===== src/rtl/rf_arb_pkg.sv =====
// rf_arb_pkg: shared FSM states, MDU FIFO entry layout and the x0 register index
package rf_arb_pkg;
    typedef enum logic [1:0] {
        IDLE  = 2'd0,
        PEND  = 2'd1,
        FORCE = 2'd2
    } state_e;
    typedef struct packed {
        logic        live;
        logic [4:0]  rd;
        logic [31:0] data;
    } entry_t;
    localparam logic [4:0] REG_ZERO = 5'd0;
endpackage


===== src/rtl/mdu_result_fifo.sv =====
// mdu_result_fifo: MDU result FIFO with per-entry live bits and rd-match squash
//   push_i/push_rd_i/push_data_i : enqueue at tail (rd==x0 enqueues a dead entry)
//   pop_i                        : drop head
//   sq_en_i/sq_rd_i              : kill every live entry whose rd matches
//   head_o, empty_o, full_o, count_o : head entry and occupancy status
//   sq_cnt_o                     : number of entries killed by this cycle's squash
module mdu_result_fifo
    import rf_arb_pkg::*;
#(
    parameter int DEPTH = 2,
    localparam int PW = $clog2(DEPTH),
    localparam int CW = PW + 1
) (
    input  logic          clk,
    input  logic          rst_n,
    input  logic          push_i,
    input  logic [4:0]    push_rd_i,
    input  logic [31:0]   push_data_i,
    input  logic          pop_i,
    input  logic          sq_en_i,
    input  logic [4:0]    sq_rd_i,
    output entry_t        head_o,
    output logic          empty_o,
    output logic          full_o,
    output logic [CW-1:0] count_o,
    output logic [CW-1:0] sq_cnt_o
);
    entry_t        mem_q [DEPTH];
    entry_t        mem_d [DEPTH];
    logic [PW-1:0] wr_q, rd_q;
    logic [CW-1:0] cnt_q;

    // Unoccupied slots always have live=0, so the squash only touches buffered results.
    // The push is applied last so a same-cycle push with the squashed rd survives.
    always_comb begin
        sq_cnt_o = '0;
        for (int i = 0; i < DEPTH; i++) begin
            mem_d[i] = mem_q[i];
            if (sq_en_i && mem_q[i].live && mem_q[i].rd == sq_rd_i) begin
                mem_d[i].live = 1'b0;
                sq_cnt_o      = sq_cnt_o + CW'(1);
            end
            if (pop_i && PW'(i) == rd_q) mem_d[i].live = 1'b0;
            if (push_i && PW'(i) == wr_q)
                mem_d[i] = '{live: push_rd_i != REG_ZERO, rd: push_rd_i, data: push_data_i};
        end
    end

    always_ff @(posedge clk) begin
        if (!rst_n) begin
            mem_q <= '{default: '0};
            wr_q  <= '0;
            rd_q  <= '0;
            cnt_q <= '0;
        end else begin
            mem_q <= mem_d;
            wr_q  <= wr_q + PW'(push_i);
            rd_q  <= rd_q + PW'(pop_i);
            cnt_q <= cnt_q + CW'(push_i) - CW'(pop_i);
        end
    end

    assign head_o  = mem_q[rd_q];
    assign empty_o = cnt_q == '0;
    assign full_o  = cnt_q == CW'(DEPTH);
    assign count_o = cnt_q;
endmodule


===== src/rtl/rf_write_arbiter.sv =====
// rf_write_arbiter: shares the RF write port between pipeline writeback and buffered MDU results
//   wb_rf_wb/wb_rd/wb_data    : pipeline write request (priority, x0 ignored)
//   mdu_valid/mdu_rd/mdu_data : MDU result, accepted when mdu_ready (= !full)
//   stall_wb                  : high in the single forced-drain cycle
//   rf_we/rf_waddr/rf_wdata   : registered RF write port
//   RF_ARB_PERF_CNT_EN adds perf_stall_cnt and perf_squash_cnt
module rf_write_arbiter
    import rf_arb_pkg::*;
#(
    parameter int DEPTH    = 2,
    parameter int MAX_WAIT = 8
) (
    input  logic        clk,
    input  logic        rst_n,
    input  logic        wb_rf_wb,
    input  logic [4:0]  wb_rd,
    input  logic [31:0] wb_data,
    input  logic        mdu_valid,
    input  logic [4:0]  mdu_rd,
    input  logic [31:0] mdu_data,
    output logic        mdu_ready,
    output logic        stall_wb,
    output logic        rf_we,
    output logic [4:0]  rf_waddr,
    output logic [31:0] rf_wdata
`ifdef RF_ARB_PERF_CNT_EN
    ,
    output logic [31:0] perf_stall_cnt,
    output logic [31:0] perf_squash_cnt
`endif
);
    localparam int CW = $clog2(DEPTH) + 1;
    localparam int AW = $clog2(MAX_WAIT + 1);

    state_e        state_q, state_d;
    logic [AW-1:0] age_q, age_d;
    entry_t        head;
    logic          empty, full;
    logic [CW-1:0] cnt, cnt_nxt, sq_cnt;
    logic          eff_wb, head_live, grant_wb, grant_mdu, push, pop, force_go;

    assign eff_wb    = wb_rf_wb && wb_rd != REG_ZERO;
    assign head_live = !empty && head.live;
    assign grant_wb  = state_q != FORCE && eff_wb;
    assign grant_mdu = head_live && !grant_wb;
    // A dead head leaves without the port, even while the pipeline owns it.
    assign pop       = !empty && (grant_mdu || !head.live);
    assign push      = mdu_valid && !full;
    assign cnt_nxt   = cnt + CW'(push) - CW'(pop);
    assign force_go  = head_live && !grant_mdu && (age_q == AW'(MAX_WAIT - 1) || (full && mdu_valid));
    assign mdu_ready = !full;
    assign stall_wb  = state_q == FORCE;

    mdu_result_fifo #(.DEPTH(DEPTH)) u_fifo (
        .clk         (clk),
        .rst_n       (rst_n),
        .push_i      (push),
        .push_rd_i   (mdu_rd),
        .push_data_i (mdu_data),
        .pop_i       (pop),
        .sq_en_i     (grant_wb),
        .sq_rd_i     (wb_rd),
        .head_o      (head),
        .empty_o     (empty),
        .full_o      (full),
        .count_o     (cnt),
        .sq_cnt_o    (sq_cnt)
    );

    // force_go is only reachable from PEND (IDLE has no head, FORCE always grants it).
    always_comb begin
        state_d = force_go ? FORCE : (cnt_nxt == '0 ? IDLE : PEND);
        age_d   = (empty || pop) ? '0
                : (head_live && !grant_mdu && age_q != AW'(MAX_WAIT)) ? age_q + AW'(1) : age_q;
    end

    always_ff @(posedge clk) begin
        if (!rst_n) begin
            state_q  <= IDLE;
            age_q    <= '0;
            rf_we    <= 1'b0;
            rf_waddr <= '0;
            rf_wdata <= '0;
        end else begin
            state_q <= state_d;
            age_q   <= age_d;
            rf_we   <= grant_wb || grant_mdu;
            if (grant_wb || grant_mdu) begin
                rf_waddr <= grant_wb ? wb_rd : head.rd;
                rf_wdata <= grant_wb ? wb_data : head.data;
            end
        end
    end

`ifdef RF_ARB_PERF_CNT_EN
    always_ff @(posedge clk) begin
        if (!rst_n) begin
            perf_stall_cnt  <= '0;
            perf_squash_cnt <= '0;
        end else begin
            perf_stall_cnt  <= perf_stall_cnt + 32'(stall_wb);
            perf_squash_cnt <= perf_squash_cnt + 32'(sq_cnt);
        end
    end
`else
    logic unused_sq;
    assign unused_sq = ^sq_cnt;
`endif
endmodule


===== config.mk =====
export PLATFORM = sky130hd
export DESIGN_NAME = rf_write_arbiter
export DESIGN_NICKNAME = d
export VERILOG_FILES = /design/src/rtl/rf_arb_pkg.sv /design/src/rtl/mdu_result_fifo.sv /design/src/rtl/rf_write_arbiter.sv
export SDC_FILE = /design/constraint.sdc
export NUM_CORES = 1
export LEC_CHECK = 0
export BUFFER_PORTS_ARGS = -buffer_cell sky130_fd_sc_hd__clkbuf_2
export CORE_ASPECT_RATIO = 1.2
export CORE_MARGIN = 5
export CORE_UTILIZATION = 30
export CTS_CLUSTER_DIAMETER = 120
export DETAILED_ROUTE_END_ITERATION = 8
export HOLD_SLACK_MARGIN = 0.02
export PLACE_DENSITY_LB_ADDON = 0.08
export SYNTH_ARGS = -nofsm -noshare
export SYNTH_HDL_FRONTEND = slang
export SYNTH_HIERARCHICAL = 1
export SYNTH_SLANG_ARGS = --single-unit

===== constraint.sdc =====
create_clock -name clk -period 2 [get_ports clk]
set_input_delay 0 -clock clk [delete_from_list [all_inputs] [get_ports clk]]
set_output_delay 0 -clock clk [all_outputs]
set_load 0.005 [all_outputs]

* After elaboration in Yosys (flattened, before gate mapping) *
Cells that the tools add are included.

operators by class
  add/sub/neg operators = 5
  multiply operators = 0
  divide/modulo/power cells = 0
  $lt $le $gt $ge = 1
  equality and inequality tests = 7
  shift-type cells = 0
  muxes and demuxes = 13
  bitwise operators = 4
  reductions and logical operators = 35

operators by type and width
  cell                 number
  $mux 38              5
  $mux 32              1
  $logic_and 1x1->1    18
  $eq 5x5->1           2
  $reduce_bool 5->1    2
  $reduce_bool 3->1    2
  $logic_not 1->1      5
  $mux 1               5
  $mux 5               1
  $add 4x1->4 const B  1
  $eq 2x2->1 const B   2
  $eq 4x3->1 const B   1
  $logic_not 2->1      2
  $logic_or 1x1->1     4
  $ne 4x4->1 const B   1
  $reduce_or 2->1      2
  $not 1->1            3
  $add 1x1->1          2
  $add 2x1->2          1
  $ge 2x2->1 const B   1
  $mux 2               1
  $ne 2x2->1 const B   1
  $not 1->2            1
  $sub 2x1->2          1

word-level totals
  register bits after elaboration = 124
  latch bits = 0
  memory bits (writable) = 0
  ROM bits = 0
  output and inout bits = 40
  word-level logic and storage cells = 80
  memories kept = 0

* Logic depth before layout (Yosys ltp) *
Gate-level depths: netlist of run 1.

  depth in word-level cells = 12
  mapped depth = 12

* Modules after synthesis *
The synthesis of run 1 kept the hierarchy.

modules (own cells, without submodules)
  module            instances  cells an instance  area an instance (sq um)
  mdu_result_fifo   1          334                3691.0
  rf_write_arbiter  1          222                2250.9

* Worst setup path before layout of run 1 *
Ideal clock, no wire load.

  kind = register to register
  start = reg u_fifo.rd_q
  end = reg state_q[0]
  library setup time = 0.059 ns
  arrival time = 2.167 ns
  setup slack = -0.227 ns
  cell stages (with the launch flop) = 10
  cell sequence = dfxtp_1 -> clkbuf_1 -> mux2_2 -> a21oi_1 -> ha_1 -> inv_1 -> ha_1 -> xnor3_1 -> nand2b_1 -> o311a_1

RTL lines
  item                    line                    source
  start, declared         mdu_result_fifo.sv:30   logic [PW-1:0] wr_q, rd_q;
  start signal, assigned  mdu_result_fifo.sv:58   rd_q <= rd_q + PW'(pop_i);
  end signal, assigned    rf_write_arbiter.sv:85  state_q <= state_d;
  end, declared           rf_write_arbiter.sv:35  state_e state_q, state_d;

* Worst setup path after layout of run 1 *
  start = reg state_q[0]
  end = reg u_fifo.cnt_q[1], in the netlist u_fifo/count_o[1]

between the ends
  word-level cells in the longest chain between the ends = 7

ends and longest elaborated chain
  item                  line                    source
  $ne 2x2->1            rf_write_arbiter.sv:44  assign grant_wb = state_q != FORCE && eff_wb;
  $logic_and 1x1->1     rf_write_arbiter.sv:44
  named net grant_wb    rf_write_arbiter.sv:40  logic eff_wb, head_live, grant_wb, grant_mdu, push, pop, force_go;
  $logic_not 1->1       rf_write_arbiter.sv:45  assign grant_mdu = head_live && !grant_wb;
  $logic_and 1x1->1     rf_write_arbiter.sv:45
  $logic_or 1x1->1      rf_write_arbiter.sv:47  assign pop = !empty && (grant_mdu || !head.live);
  $logic_and 1x1->1     rf_write_arbiter.sv:47
  named net pop         rf_write_arbiter.sv:40
  $sub 2x1->2           mdu_result_fifo.sv:59   cnt_q <= cnt_q + CW'(push_i) - CW'(pop_i);
  end signal, assigned  mdu_result_fifo.sv:59
  end, declared         mdu_result_fifo.sv:31   logic [CW-1:0] cnt_q;

The timed path passes the listed nets, and every way through them passes these cells.
A chain may end at the register's enable or synchronous reset.

==> flow_metrics.env, run 1 <==
export IMPL_rows=56
export IMPL_firstDrtPassIters=4
export IMPL_critical_path_cell_chain="nand2b_4, inv_2, a211o_1, inv_4, a21oi_2, ha_1, inv_1, ha_2, xnor2_2, xnor2_1, and2_1"
export IMPL_grt_max_degree=48
export IMPL_antenna_left=0
export IMPL_cts_tree="yes"
export IMPL_hold_end="rf_waddr[2]"
export IMPL_tightest_slew_ps=630
export IMPL_tns_ps=0
export IMPL_hold_viol=0
export IMPL_power_density_nw_per_um2=999
export IMPL_insertion_delay_ps=410
export IMPL_hold_start="wb_rd[2]"
export IMPL_drt_drc_violations_left=0
export IMPL_path_clk_slew_ps=50
export IMPL_core_um2=19500
export IMPL_placedInstanceArea_um2=6820
export IMPL_leakage_uw=0.00318
export IMPL_gp_congestion=0.784
export IMPL_avgViaCountPerCell=4.83
export IMPL_skew_ps=9.91
export IMPL_worstRegToRegCells=11
export IMPL_maxCapViolations=0
export IMPL_clock_root_buffer="clkbuf_16"
export IMPL_avgRoutedWirePerCell_um=17.4
export IMPL_critPathArrivalTime_ps=2220
export IMPL_die_h_um=164
export IMPL_fp_dieW_um=138
export IMPL_avgSynthCellArea_um2=10.7
export IMPL_drive_gt1_share_pct=28.6
export IMPL_min_path_type="in -> reg"
export IMPL_clkSinkCount=124
export IMPL_finalCritPeriodShare_pct=96.1
export IMPL_htreeDepth=4
export IMPL_rsz0062_at_grt="yes"
export IMPL_maxSlewHeadroom_pct=58.0
export IMPL_r2r_end="u_fifo/count_o[1]"
export IMPL_grt_pass1_vias=5224
export IMPL_hpwlAfterDp_um=11400
export IMPL_crit_required_ps=2300
export IMPL_status="finished clean"
export IMPL_timing_fmax_mhz=520
export IMPL_antenna_found_initial=0
export IMPL_cts_buffers=17
export IMPL_r2r_setup_slack_ps=80
export IMPL_drt_iter0_drc=152
export IMPL_routed_wl_um=17400
export IMPL_syn_area_um2=5900
export IMPL_setup_viol=0
export IMPL_final_setup_worst_slack_ps=78.5
export IMPL_path_delay_family="adder cells"
export IMPL_holdPathStages=3
export IMPL_crit_buf_inv=3
export IMPL_cp_max_fo=4
export IMPL_fin_hold_ws_ps=92.6
export IMPL_yosys_warnings=6
export IMPL_clk_path_buf_depth=2
export IMPL_final_util_pct=41.5
export IMPL_diodes=0
export IMPL_syn_to_final_growth_pct=37.1
export IMPL_max_stage_delay_ps=300
export IMPL_synthCells=550
export IMPL_portBuffers=117
export IMPL_dp_worst_setup_slack_ps=52.0
export IMPL_final_nets=822
export IMPL_grt_pass1_wl_um=28400
export IMPL_synth_fp_nets=638
export IMPL_final_min_clock_period_ps=1920
export IMPL_start_kind="flip-flop"
export IMPL_track_usage_pct=15.7
export IMPL_stdcell_area_um2=8090
export IMPL_worstSetupEndpointType="flip-flop"
export IMPL_ios=118
export IMPL_via_count=4850
export IMPL_grt_ovfl_total=0
export IMPL_slew_violations=0
export IMPL_r2r_start="state_q[0]"
export IMPL_die_area_um2=22600
export IMPL_peakVddDrop_v=0.000535
export IMPL_critPathSlowestCell="dfxtp_1"
export IMPL_initial_core_util_pct=30.3
export IMPL_crit_type="reg -> reg"
## tightest hold or removal path, cell delays in order
cell      delay [ps]
clkbuf_2         170
nor4_1            80
a211oi_1         190
## routing by layer
layer	part of all wire, %	routed length (um)	vias up	global-route usage [%]
met2	51	8810	110	27.6
li1	-	-	2380	-
met1	45	7880	2353	19.3
met3	3.5	617	7	4.01
met4	0.73	127	0	3.91
met5	0	0	-	0
## placed cells by master, fill, tap and decap left out, types with 2 or more instances in the layout
master         instances
a2111oi_0             34
a211oi_1              35
and2_1                 2
buf_12                 3
buf_4                 20
clkbuf_1               7
clkbuf_16             17
clkbuf_2             116
clkbuf_8               2
clkinv_2               3
dfxtp_1              122
dfxtp_2                2
dlygate4sd3_1         72
ha_1                   7
ha_2                   2
inv_1                 14
mux2_2                38
mux2i_1              112
nand2_1                6
nand3_1                2
nor2b_1               77
nor3_1                 5
o32ai_1                2
xnor2_1                8
xor2_1                 6
## repair_timing
item / CTS / global route
hold endpoints to repair: 115 / 0
setup buffers: 0 / 3
setup endpoints to repair: 0 / 16
hold buffers: 73 / 0
gates resized for setup: 0 / 6
## how the worst max path moves through the flow
stage / startpoint / end / slack (ps) / cells past startpoint
5_1_grt: state_q[0] / u_fifo/mem_q[75] / -30 / 10
2_1_floorplan: state_q[0] / u_fifo/count_o[1] / 10 / 12
4_1_cts: wb_rd[0] / u_fifo/mem_q[37] / 30 / 11
3_5_place_dp: state_q[0] / u_fifo/mem_q[75] / 50 / 10
6_report: state_q[0] / u_fifo/count_o[1] / 80 / 11
3_3_place_gp: state_q[0] / u_fifo/count_o[1] / 80 / 11
## registers in the layout, summed over array words and instances, names as in the netlist
register        count
rf_waddr            5
rf_wdata           32
u_fifo/mem_q       76
rf_we               1
age_q               4
u_fifo/rd_q         1
u_fifo/wr_q         1
u_fifo/count_o      2
state_q             2
## final cells by class
| type | instances | area, um^2 |
|---|---|---|
| Timing Repair Buffer | 212 | 1520 |
| Sequential cell | 124 | 2480 |
| Clock buffer | 26 | 479 |
| Clock inverter | 3 | 15.0 |
| Multi-Input combinational cell | 363 | 3200 |
| Fill cell | 1957 | 11400 |
| Inverter | 16 | 62.6 |
| Tap cell | 261 | 327 |
## through the flow
stage                     instances  power [uW]
final                          1005        8080
after global routing           1005        8560
after CTS                      1003        8190
after detailed placement        901        5380
after global placement          901        5350
after floorplan                 550        4640
## where the power goes
| group | internal [uW] | total, uW | switching (uW) |
|---|---|---|---|
| registers | 2790 | 2970 | 181 |
| logic | 1280 | 2480 | 1200 |
| clock network | 1620 | 2630 | 1010 |
| total | 5690 | 8080 | 2390 |
(Power assumes the default switching activity.)
==> run 2: changes to the inputs <==
--- a/config.mk
+++ b/config.mk
@@ -5,6 +5,7 @@
 export SDC_FILE = /design/constraint.sdc
 export NUM_CORES = 1
 export LEC_CHECK = 0
+export ABC_AREA = 1
 export BUFFER_PORTS_ARGS = -buffer_cell sky130_fd_sc_hd__clkbuf_2
 export CORE_ASPECT_RATIO = 1.2
 export CORE_MARGIN = 5
@@ -17,3 +18,4 @@
 export SYNTH_HDL_FRONTEND = slang
 export SYNTH_HIERARCHICAL = 1
 export SYNTH_SLANG_ARGS = --single-unit
+export TNS_END_PERCENT = 1
==> run 2 against run 1 <==
  * Count of clock-buffer cells in the layout decreased by 8
  * Core utilization decreased by 0.63 points
  * Largest power group is now the clock network
  * Via count increased by 28%
  * Wire length increased by 12%
  * Register-to-register slack improved by 90 ps
  * Synthesized cell count increased by 71%
  * Flip-flop and latch count unchanged
  * Worst setup slack improved by 93 ps
  * Clock skew increased by 1.5 ps
  * Critical path type unchanged
  * Die area increased by 7.8%
  * Highest routed layer unchanged
==> flow_metrics.env, run 2 <==
export IMPL_status="finished clean"
export IMPL_tightest_slew_ps=535
export IMPL_avgSynthCellArea_um2=6.80
export IMPL_hpwlAfterDp_um=12600
export IMPL_portBuffers=117
export IMPL_cp_max_fo=4
export IMPL_power_uw=9000
export IMPL_layout_common_cells="212 x nand2_1, 164 x nor2_1, 124 x dfxtp_1"
export IMPL_critPathArrivalTime_ps=2170
export IMPL_die_area_um2=24400
export IMPL_min_path_type="in -> reg"
export IMPL_drt_iter0_drc=336
export IMPL_stdcell_area_um2=8580
export IMPL_dp_worst_setup_slack_ps=183
export IMPL_grt_pass1_wl_um=31300
export IMPL_finalCritPeriodShare_pct=91.4
export IMPL_final_min_clock_period_ps=1830
export IMPL_largest_register="u_fifo/mem_q"
export IMPL_worstSetupEndpointType="flip-flop"
export IMPL_fp_dieW_um=143
export IMPL_leakage_uw=0.00404
export IMPL_final_setup_worst_slack_ps=171
export IMPL_start_kind="flip-flop"
export IMPL_syn_area_um2=6400
export IMPL_clock_root_buffer="clkbuf_16"
export IMPL_die_h_um=170
export IMPL_slew_violations=0
export IMPL_crit_required_ps=2350
export IMPL_initial_core_util_pct=30.5
export IMPL_routed_wl_um=19500
export IMPL_gp_congestion=0.738
export IMPL_drive_gt1_share_pct=22.3
export IMPL_rows=58
export IMPL_via_count=6203
export IMPL_placedInstanceArea_um2=7160
export IMPL_filler_cell_count=2244
export IMPL_path_clk_slew_ps=60
export IMPL_grt_pass1_vias=5846
export IMPL_timing_fmax_mhz=547
export IMPL_final_nets=1202
export IMPL_maxCapViolations=0
export IMPL_top_regs="u_fifo/mem_q x76, rf_wdata x32, rf_waddr x5"
export IMPL_htreeDepth=4
export IMPL_crit_type="reg -> reg"
export IMPL_firstDrtPassIters=4
export IMPL_clk_path_buf_depth=2
export IMPL_setup_viol=0
export IMPL_synth_fp_nets=1029
export IMPL_cts_tree="yes"
export IMPL_final_common_cell="nand2_1"
export IMPL_core_um2=21000
export IMPL_cts_setup_buffers=0
export IMPL_ios=118
export IMPL_clkSinkCount=124
export IMPL_hold_viol=0
export IMPL_grt_max_degree=86
export IMPL_tns_ps=0
export IMPL_antenna_found_initial=0
export IMPL_yosys_warnings=6
export IMPL_peakVddDrop_v=0.000630
export IMPL_syn_to_final_growth_pct=34.2
export IMPL_antenna_left=0
export IMPL_synthCells=941
export IMPL_cts_buffers=17
export IMPL_maxSlewHeadroom_pct=64.3
export IMPL_avgRoutedWirePerCell_um=14.0
export IMPL_rsz0062_at_grt="no"
export IMPL_drt_drc_violations_left=0
export IMPL_final_util_pct=40.9
export IMPL_skew_ps=11.4
export IMPL_track_usage_pct=16.1
export IMPL_diodes=0
export IMPL_avgViaCountPerCell=4.44
export IMPL_grt_ovfl_total=0
export IMPL_insertion_delay_ps=420
export IMPL_largest_reg_flops=76
export IMPL_power_density_nw_per_um2=1050
## run 2: layout make-up
cell class / count / area [um^2] / share of cell area, %
sequential: 124 / 2480 / 28.9
inverter: 117 / 442 / 5.15
clock inverter: 14 / 230 / 2.68
timing repair buffer: 212 / 1550 / 18.0
tap: 270 / 338 / 3.94
clock buffer: 18 / 439 / 5.12
multi-input combinational: 642 / 3100 / 36.2
## run 2: layer usage
layer	vias to the layer above	wire length (um)	global-route usage, %
li1	3264	-	-
met1	2796	10100	23.6
met2	129	8480	24.4
met3	14	793	3.15
met4	0	194	4.18
met5	-	0	0
## run 2: worst paths after layout
check	from	to	slack (ps)	cells after the start
worst min register to register	u_fifo/mem_q[67]	u_fifo/mem_q[67]	460	2
worst min-delay path	mdu_valid	state_q[1]	50	5
worst max-delay path	state_q[1]	u_fifo/count_o[1]	170	12
worst max register to register	state_q[1]	u_fifo/count_o[1]	170	12
## run 2: through the flow
| stage | cells | hold WS [ps] |
|---|---|---|
| 2_1_floorplan | 941 | 128 |
| 3_3_place_gp | 1291 | 246 |
| 3_5_place_dp | 1291 | 247 |
| 4_1_cts | 1397 | 41.8 |
| 5_1_grt | 1397 | 118 |
| 6_report | 1397 | 47.8 |
## run 2: where the power goes
| group | total [uW] | leakage [uW] | internal, uW | switching (uW) |
|---|---|---|---|---|
| Clock | 3520 | 0.000324 | 2280 | 1250 |
| Sequential | 3070 | 0.00102 | 2870 | 207 |
| Combinational | 2410 | 0.00270 | 873 | 1540 |
| Total | 9000 | 0.00404 | 6020 | 2990 |
## run 2: timing repair
action / CTS / global route
hold buffers: 74 / 0
gates resized for setup: 0 / 3
endpoints found under the hold margin: 111 / 0
endpoints found under the setup margin: 0 / 2
## run 2: critical path: stages (launching register included)
cell and delay (ps):
dfxtp_1 300, inv_1 40, nor2_1 50, nor2_2 180, nand2_4 90, o21bai_4 130, inv_2 70, ha_1 270
inv_1 40, ha_1 180, xnor2_1 190, o21ai_0 90, a21oi_1 130
==> run 3: changes to the inputs <==
==> constraint.sdc (replaced) <==
create_clock -name clk -period 2 [get_ports clk]
set_input_delay 0 -clock clk [delete_from_list [all_inputs] [get_ports clk]]
set_output_delay 0 -clock clk [all_outputs]
set_load 0.05 [all_outputs]
==> run 3 against run 2 <==
  * Worst setup slack improved by 65 ps
  * Total power fell by 0.11%
  * Clock power fell by 8.2%
  * Clock skew fell by 1.7 ps
  * Die area did not move
  * Largest cell class unchanged
  * Non-clock buffer count rose by 5
  * First-iteration DRC count fell by 26%
  * Via count fell by 2.0%
  * Hold slack improved by 6.3 ps
==> flow_metrics.env, run 3 (same netlist as run 2, synthesis figures left out) <==
export IMPL_avgRoutedWirePerCell_um=14.0
export IMPL_fin_hold_ws_ps=54.0
export IMPL_drt_drc_violations_left=0
export IMPL_critPathSlowestCell="dfxtp_1"
export IMPL_fp_dieW_um=143
export IMPL_grt_pass1_wl_um=31500
export IMPL_met3_length_um=779
export IMPL_cts_tree="yes"
export IMPL_finalCritPeriodShare_pct=88.2
export IMPL_cts_buffers=17
export IMPL_min_path_type="in -> reg"
export IMPL_gp_congestion=0.780
export IMPL_path_clk_slew_ps=50
export IMPL_initial_core_util_pct=30.5
export IMPL_routed_wl_um=19600
export IMPL_largest_register="u_fifo/mem_q"
export IMPL_hold_viol=0
export IMPL_insertion_delay_ps=420
export IMPL_tightest_slew_ps=509
export IMPL_clkSinkCount=124
export IMPL_peakVddDrop_v=0.000582
export IMPL_dp_worst_setup_slack_ps=179
export IMPL_rows=58
export IMPL_layout_common_cells="212 x nand2_1, 163 x nor2_1, 124 x dfxtp_1"
export IMPL_crit_type="reg -> reg"
export IMPL_antenna_left=0
export IMPL_die_area_um2=24400
export IMPL_via_count=6079
export IMPL_skew_ps=9.70
export IMPL_wl_met1_um=10200
export IMPL_final_min_clock_period_ps=1760
export IMPL_drive_gt1_share_pct=22.6
export IMPL_highest_layer="met4"
export IMPL_firstDrtPassIters=4
export IMPL_leakage_uw=0.00404
export IMPL_maxSlewHeadroom_pct=66.0
export IMPL_cp_max_fo=4
export IMPL_worstSetupEndpointType="flip-flop"
export IMPL_largest_reg_flops=76
export IMPL_drt_iter0_drc=249
export IMPL_power_density_nw_per_um2=1050
export IMPL_grt_max_degree=78
export IMPL_avgViaCountPerCell=4.34
export IMPL_maxCapViolations=0
export IMPL_antenna_found_initial=0
export IMPL_diodes=0
export IMPL_die_h_um=170
export IMPL_slew_violations=0
export IMPL_tns_ps=0
export IMPL_ios=118
export IMPL_wl_met2_um=8470
export IMPL_max_stage_delay_ps=290
export IMPL_clk_path_buf_depth=2
export IMPL_setup_viol=0
export IMPL_timing_fmax_mhz=567
export IMPL_syn_to_final_growth_pct=34.3
export IMPL_track_usage_pct=16.3
export IMPL_stdcell_area_um2=8590
export IMPL_final_setup_worst_slack_ps=236
export IMPL_final_util_pct=40.9
export IMPL_start_kind="flip-flop"
export IMPL_top_regs="u_fifo/mem_q x76, rf_wdata x32, rf_waddr x5"
export IMPL_clock_root_buffer="clkbuf_16"
export IMPL_final_common_cell="nand2_1"
export IMPL_final_nets=1207
export IMPL_critPathArrivalTime_ps=2070
export IMPL_crit_required_ps=2300
export IMPL_portBuffers=117
export IMPL_grt_pass1_vias=5827
export IMPL_grt_ovfl_total=0
export IMPL_hpwlAfterDp_um=12900
export IMPL_critical_path_cell_chain="inv_1, nor2_4, nor2_4, nand2_4, o21bai_1, inv_2, ha_1, inv_1, ha_1, xnor2_2, o21ai_1, a21oi_1"
export IMPL_placedInstanceArea_um2=7210
export IMPL_status="finished clean"
export IMPL_core_um2=21000
export IMPL_htreeDepth=4
export IMPL_rsz0062_at_grt="no"
-- run 3: worst max-delay path, delay by kind of cell, from the launching register on --
| kind | cells | cell delay, ps |
|---|---|---|
| xor+xnor | 1 | 140 |
| buf+inv | 3 | 200 |
| compound gates | 3 | 310 |
| simple gates | 3 | 230 |
| fa+ha+maj | 2 | 480 |
| flops | 1 | 290 |
-- run 3: path summary, 6_finish.rpt --
path,cells after the start,to,slack [ps],startpoint
setup reg to reg,12,u_fifo/count_o[1],240,state_q[1]
hold reg to reg,2,u_fifo/mem_q[67],470,u_fifo/mem_q[67]
hold / removal,5,state_q[1],50,mdu_valid
setup / recovery,12,u_fifo/count_o[1],240,state_q[1]
-- run 3: layout make-up --
cell class                 instances  area, um^2
clock buffer                      17         425
clock inverter                    15         189
fill                            2263       12400
inverter                         117         442
multi-input combinational        642        3110
sequential                       124        2480
tap                              270         338
timing repair buffer             217        1600
-- run 3: where the power goes --
group / switching (uW) / internal, uW / leakage [uW]
combinational: 1760 / 925 / 0.00273
sequential: 214 / 2870 / 0.00102
clock: 1250 / 1980 / 0.000294
total: 3220 / 5770 / 0.00404
-- run 3: routing by layer --
layer | global-route usage, % | up-vias
met2 | 24.0 | 108
li1 | - | 3270
met5 | 0 | -
met3 | 3.20 | 10
met1 | 24.6 | 2691
met4 | 3.69 | 0
-- run 3: repair_timing --
action | 4_1_cts | 5_1_grt
hold buffers | 75 | 0
gates resized for setup | 0 | 5
buffers inserted | 0 | 0
setup endpoints to repair | 0 | 2
endpoints found under the hold margin | 111 | 0
-- run 3: metrics by stage --
step,power [uW],instances
global route,9630,1402
global placement,5720,1295
detailed placement,5710,1295
finish,9000,1402
floorplan,4930,941
CTS,9100,1402
